$ cat src/rtl/rs_issue_select.sv
// Reservation-station issue select: oldest-ready grant per FU, divider busy tracking.
// Optional ISSUE_SEL_PERF_CNT_EN adds per-FU grant counters on perf_issue_cnt.
`ifndef ISSUE_WIDTH
`define ISSUE_WIDTH 8
`endif
`ifndef ROB_WIDTH
`define ROB_WIDTH 5
`endif
`ifndef PRF_WIDTH
`define PRF_WIDTH 6
`endif

module rs_issue_select #(
    parameter int RS_NUM         = 8,
    parameter int ISSUE_W        = `ISSUE_WIDTH,
    parameter int UNPIPE_FU_ID   = 5,
    parameter int UNPIPE_LATENCY = 8
) (
    input  logic                        clk,
    input  logic                        rst_n,
    input  logic                        pipe_flush,
    input  logic [ISSUE_W-1:0]          rs_wake_up     [RS_NUM],
    input  logic [`ROB_WIDTH:0]         rs_age         [RS_NUM],
    input  logic [`PRF_WIDTH-1:0]       rs_dest_prn    [RS_NUM],
    input  logic [ISSUE_W-1:0]          fu_stall,
    output logic [RS_NUM-1:0]           issue_en,
    output logic [ISSUE_W-1:0]          issue_valid,
    output logic [$clog2(RS_NUM)-1:0]   issue_idx      [ISSUE_W],
    output logic [`PRF_WIDTH-1:0]       issue_dest_prn [ISSUE_W],
`ifdef ISSUE_SEL_PERF_CNT_EN
    output logic [31:0]                 perf_issue_cnt [ISSUE_W],
`endif
    output logic                        unpipe_busy
);

    localparam int ROB_W = `ROB_WIDTH;
    localparam int IDX_W = $clog2(RS_NUM);
    localparam int CNT_W = $clog2(UNPIPE_LATENCY + 1);

    logic [CNT_W-1:0] busy_cnt;

    // ROB tags wrap; a differing wrap bit means the numerically larger low part is older.
    function automatic logic is_older(input logic [ROB_W:0] a, input logic [ROB_W:0] b);
        if (a[ROB_W] == b[ROB_W])
            return a[ROB_W-1:0] < b[ROB_W-1:0];
        else
            return a[ROB_W-1:0] > b[ROB_W-1:0];
    endfunction

    assign unpipe_busy = (busy_cnt != '0);

    always_comb begin : select_comb
        logic             found;
        logic [IDX_W-1:0] best;
        issue_en    = '0;
        issue_valid = '0;
        found       = 1'b0;
        best        = '0;
        for (int f = 0; f < ISSUE_W; f++) begin
            issue_idx[f]      = '0;
            issue_dest_prn[f] = '0;
        end
        for (int f = 0; f < ISSUE_W; f++) begin
            // NOTE: found/best are scratch variables reused per FU; blocking '=' is what
            // makes the scan see its own earlier iterations.
            found = 1'b0;
            best  = '0;
            for (int e = 0; e < RS_NUM; e++) begin
                if (rs_wake_up[e][f] && (!found || is_older(rs_age[e], rs_age[best]))) begin
                    found = 1'b1;
                    best  = IDX_W'(e);
                end
            end
            if (found && !fu_stall[f] && !pipe_flush && !(f == UNPIPE_FU_ID && unpipe_busy)) begin
                issue_valid[f]    = 1'b1;
                issue_idx[f]      = best;
                issue_dest_prn[f] = rs_dest_prn[best];
                issue_en[best]    = 1'b1;
            end
        end
    end

    // Flush wins over a same-cycle load; a grant only happens when the counter is already idle.
    always_ff @(posedge clk or negedge rst_n) begin
        if (!rst_n) begin
            // NOTE: state registers use non-blocking '<=' so every flop samples pre-edge values.
            busy_cnt <= '0;
        end else if (pipe_flush) begin
            busy_cnt <= '0;
        end else if (issue_valid[UNPIPE_FU_ID]) begin
            busy_cnt <= CNT_W'(UNPIPE_LATENCY);
        end else if (busy_cnt != '0) begin
            busy_cnt <= busy_cnt - CNT_W'(1);
        end
    end

`ifdef ISSUE_SEL_PERF_CNT_EN
    // Counters deliberately survive pipe_flush and wrap naturally at 2^32.
    always_ff @(posedge clk or negedge rst_n) begin
        if (!rst_n) begin
            for (int f = 0; f < ISSUE_W; f++) perf_issue_cnt[f] <= '0;
        end else begin
            for (int f = 0; f < ISSUE_W; f++)
                perf_issue_cnt[f] <= perf_issue_cnt[f] + 32'(issue_valid[f]);
        end
    end
`endif

endmodule

$ cat config.mk
export PLATFORM = sky130hd
export DESIGN_NAME = rs_issue_select
export DESIGN_NICKNAME = d
export VERILOG_FILES = /design/src/rtl/rs_issue_select.sv
export SDC_FILE = /design/constraint.sdc
export NUM_CORES = 1
export LEC_CHECK = 0
export BUFFER_PORTS_ARGS = -buffer_cell sky130_fd_sc_hd__clkbuf_2
export CAP_MARGIN = 25
export CORE_AREA = 8 8 183 314
export CTS_CLUSTER_DIAMETER = 200
export DETAILED_ROUTE_END_ITERATION = 16
export DIE_AREA = 0 0 191 322
export PLACE_DENSITY = 0.6
export SLEW_MARGIN = 20
export SYNTH_ARGS = -nofsm -noshare
export SYNTH_HDL_FRONTEND = slang
export SYNTH_SLANG_ARGS = --single-unit
$ cat constraint.sdc
create_clock -name clk -period 84.2 [get_ports clk]
set_input_delay 16.84 -clock clk [delete_from_list [all_inputs] [get_ports clk]]
set_output_delay 16.84 -clock clk [all_outputs]
set_load 0.005 [all_outputs]
**After elaboration in Yosys (flattened, before gate mapping)**

Index checks and enable logic that the tools add are counted.

- Logic and storage cells: 877
- Flip-flop bits (word level): 4
- Output and inout port bits: 89
- Bits of input ports: 171

- Reduce and logical (&&, ||, !) cells: 205
- Equal/unequal tests: 49
- Add/subtract/negate cells: 1
- Mux-type cells: 388
- Bitwise logic cells: 63
- Magnitude comparators: 170

Operators with widths:

| kind | number |
|---|---|
| 6-bit binary-select mux with 3-bit select | 56 |
| 6-bit two-way mux | 120 |
| 5-bit greater-than comparator | 49 |
| 5-bit < comparator | 49 |
| 4-bit >= comparator, second input constant | 56 |
| 3-bit inverter with 4-bit output | 55 |
| 3-bit two-way mux | 51 |
| 1-bit two-way mux | 137 |
| 1-bit logical AND | 81 |
| 1-bit zero test | 66 |
| 8-bit two-way mux | 8 |
| 1-bit logical OR | 56 |
| 8-bit bitwise OR | 7 |
| 1-bit == test | 49 |
| 3-bit by 4-bit < comparator with 1-bit output, second input constant | 8 |
| 1-bit demux with 3-bit select | 8 |
| 3-bit by 1-bit >= comparator with 1-bit output, second input constant | 8 |
| 4-bit two-way mux | 3 |
| 2-bit two-way mux | 5 |
| 1-bit inverter with 4-bit output | 1 |
| 4-bit nonzero test | 1 |
| 4-bit by 1-bit subtractor with 4-bit output, second input constant | 1 |
| 3-bit nonzero test | 1 |

**Longest topological paths before layout**

- Depth after elaboration: 78
- Mapped depth: 101
- Depth with buffers taken out: 91

**Least setup slack after synthesis**

OpenSTA, ideal clock, no wires.

- Path kind: input to output
- Start point: input port rs_age[46] in the netlist's numbering
- End point: output port issue_dest_prn[43] in the netlist's numbering
- Data arrival time: 33.412 ns
- Required time: 67.360 ns
- Setup slack: 33.948 ns
- Path buffers: 10
- Cell stages on the path: 92
- Path through: clkbuf_1 -> inv_1 -> clkbuf_1 -> ha_1 -> and4_4 -> and2_1 -> buf_6 -> nor3_2 -> nor2_2 -> a21boi_1 -> nor2_1 -> a21oi_1 -> ha_1 -> nor2b_1 -> o21a_1 -> o21a_1 -> o21a_1 -> o22ai_1 -> [56 not listed] -> o2111ai_1 -> nand2_1 -> o31ai_2 -> nand2_1 -> mux2_2 -> o211ai_1 -> a31oi_1 -> ha_1 -> and3_1 -> a221oi_1 -> nor2_1 -> nor3_1 -> o221ai_1 -> nand3_1 -> buf_2 -> buf_2 -> nand4_1 -> and4_1

RTL lines:

| element | RTL line | source |
|---|---|---|
| from (decl) | 23 | `` input logic [`ROB_WIDTH:0] rs_age [RS_NUM], `` |
| to (decl) | 29 | `` output logic [`PRF_WIDTH-1:0] issue_dest_prn [ISSUE_W], `` |

==> reports/results.ini <==
[clocking]
holdBufCountCts=0
post_cts_buffers=0
clk_pin_slew_ns=0.03
cts_max_path_buffers=2
post_cts_resize_count=0
cts_tree=built
cts_buffers=3
insertion_delay_ns=0.22
htreeDepth=1
clockRootBuffer=clkbuf_16
cts.sinks=4

[logic_synthesis]
yosysWarnings=0
syn_area_mm2=0.02098
syn_nets=3758
synth_top_area_share_pct=14.67
ys.flop_type=dfrtp_1
synth-seq-area-share_pct=0.4770
synth.distinct_cells=107
synth_top_cell_by_area=ha_1
synth_edf_count=0
synth_cells=3341
syn-mean-instance-area_um2=6.281
async_flop_share_pct=100.0
synth_seq_cells=4
synthTopCellsByArea=ha_1 (15%), a21oi_1 (8.3%), nand2_1 (7.5%), nor2_1 (6.5%), o21ai_0 (5.5%)

[setup_path]
max_stage_delay_ns=0.78
rr_endpoint=busy_cnt[1]$_DFFE_PN0P_
path_max_fanout=19
endpoint_kind=output pin
worstPathRequired_ns=67.36
worst_setup_path_start_kind=primary input
cp.buffers_inverters=5
r2r_start=busy_cnt[0]$_DFFE_PN0P_
reg2reg_depth=8
crit_type=in -> out
crit_top_cell=o21a_1
reg2reg_slack_ns=81.93
cp.arrival_ns=37.89
cp_slowest_cell=a221oi_1
critical_path.top_delay_family=compound AO/OA/AOI/OAI gates

[final_layout]
area_delta_synth_final_pct=10.02
final_nets=3903
largest_reg_flops=4
reg_top3=busy_cnt x4
max_flop_register=busy_cnt
drive_gt1_share_pct=13.98

[outcome]
status=completed

[timing]
finalCritPeriodShare_pct=65.00
tightest_slew_ns=1.077
rsz0062_at_grt=no
tns_ns=0
timing.hold.ws_ns=0.5661
setup_viol=0
relSlewSlack_pct=27.98
fmax_mhz=18.27
finalHoldViolCount=0
final_max_slew_viol_count=0
clock_skew_ns=0.0002050
layout_min_cycle_time_ns=54.73

[global_routing]
antenna_found_initial=8
track_usage_pct=39.28
first_global_vias=27484
grt_pass1_wl_um=181200
grt_max_degree=34
grt.overflow.total=0

[routing]
drtIter0Drc=3274
drt-pass1-iter-count=9
ant_nets=0
wl_per_cell_um=30.46
vias=29078
viasPerCell=6.966
drc=0
totalWireLength_um=127200

[hold_path]
hp-start=busy_cnt[2]$_DFFE_PN0P_
min_to=busy_cnt[2]$_DFFE_PN0P_
hold_path.class=reg -> reg
worstHoldPathCells=2

[power_and_ir_drop]
cellPowerDensity_mw_per_mm2=32.42
fin_total_pwr_uw=748.6
p_leak_uw=0.01060
vdd_drop_max_v=0.00001593

[floorplan]
die-area_mm2=0.06150
fp.dieW_um=191
ios=260
rows=112
core_area_mm2=0.05311
start_util_pct=39.51
die_h_um=322

[placed_design]
globalplace.congestion=1.121
dpl.hpwl_um=96460
port_buffers=259

[job]
drv_cap=0

[cells in the mapped netlist, types with 9 or more instances]
| library cell | instances |
|---|---|
| a2111oi_0 | 11 |
| a211o_1 | 30 |
| a211oi_1 | 56 |
| a21boi_0 | 11 |
| a21o_1 | 60 |
| a21oi_1 | 350 |
| a221oi_1 | 27 |
| a22oi_1 | 14 |
| a311oi_1 | 12 |
| a31oi_1 | 74 |
| a32o_1 | 9 |
| a32oi_1 | 10 |
| and2_1 | 38 |
| and3_1 | 63 |
| and4_1 | 14 |
| buf_1 | 14 |
| buf_2 | 16 |
| clkbuf_1 | 175 |
| ha_1 | 246 |
| inv_1 | 138 |
| mux2_2 | 63 |
| mux2i_1 | 105 |
| nand2_1 | 417 |
| nand2b_1 | 31 |
| nand3_1 | 92 |
| nand4_1 | 30 |
| nor2_1 | 364 |
| nor2b_1 | 41 |
| nor3_1 | 80 |
| nor4_1 | 18 |
| o2111ai_1 | 15 |
| o211a_1 | 10 |
| o211ai_1 | 77 |
| o21a_1 | 66 |
| o21ai_0 | 232 |
| o21ai_1 | 11 |
| o221ai_1 | 22 |
| o22ai_1 | 26 |
| o31a_1 | 10 |
| o31ai_1 | 26 |
| or2_2 | 9 |
| or3_1 | 26 |
| or4_1 | 11 |
| xnor2_1 | 19 |
[routing by layer]
layer  global-route usage, %  up-vias  part of all wire [%]
met5                       0        -                 0.032
met4                   38.31        6                    12
met3                   8.268      747                    11
met2                   63.09     2114                    44
met1                   41.77    13333                    33
li1                        -    12878                     -
[tightest hold or removal path, cell delays in order, from the launching register on]
cell and delay [ns]:
dfrtp_1 0.38, nand2b_1 0.07, a21oi_1 0.06
[per-stage QoR]
stage          util, %  setup slack (ns)  cell area [µm²]  instances
3_3_place_gp     43.28             29.95            22980       4164
2_1_floorplan        -             33.95            20980       3341
6_report         43.47             29.47            23090       4174
4_1_cts          43.42             29.79            23060       4167
3_5_place_dp     43.28             29.87            22980       4164
5_1_grt          43.45             27.80            23070       4169
[worst max path at each step]
stage | from | end | slack (ns) | cells past startpoint
final | rs_age[44] | issue_dest_prn[42] | 29.47 | 86
after global placement | rs_age[44] | issue_dest_prn[43] | 29.95 | 86
after global routing | rs_age[44] | issue_dest_prn[42] | 27.80 | 86
after detailed placement | rs_age[44] | issue_dest_prn[43] | 29.87 | 86
after floorplan | rs_age[46] | issue_dest_prn[43] | 33.95 | 92
after CTS | rs_age[44] | issue_dest_prn[43] | 29.79 | 86
[report_power, final]
| group | internal [µW] | total [µW] | switching (µW) |
|---|---|---|---|
| combinational | 266 | 738 | 472 |
| clock | 6.08 | 7.49 | 1.41 |
| sequential | 2.62 | 3.14 | 0.519 |
[cell usage in the layout, fill, tap and decap left out, types with 31 or more instances in the layout]
cell / count
nand2_1: 416
nor2_1: 364
a21oi_1: 350
clkbuf_2: 260
ha_1: 246
o21ai_0: 229
inv_1: 138
mux2i_1: 105
nand3_1: 92
buf_4: 92
nor3_1: 80
o211ai_1: 77
a31oi_1: 74
o21a_1: 66
and3_1: 63
mux2_2: 63
a21o_1: 60
a211oi_1: 56
nor2b_1: 41
and2_1: 38
nand2b_1: 31
[cells by family after synthesis]
| logic type | after synthesis | synth area share [%] |
|---|---|---|
| and+or+nand+nor | 1279 | 28.50 |
| AOI/OAI and AO/OA | 1256 | 39.51 |
| buffers and inverters | 358 | 6.696 |
| adders and majority gates | 246 | 14.67 |
| muxes | 176 | 9.194 |
| xor gates and xnor gates | 22 | 0.9541 |
| DFF | 4 | 0.4770 |
[area by class of cell]
class / instances / area (µm²)
Inverter: 146 / 548.0
Timing Repair Buffer: 352 / 1992
Clock buffer: 3 / 75.07
Antenna cell: 6 / 15.01
Sequential cell: 4 / 100.1
Multi-Input combinational cell: 2979 / 19500
Tap cell: 684 / 855.8
Fill cell: 5854 / 30020
(Power assumes the default switching activity.)
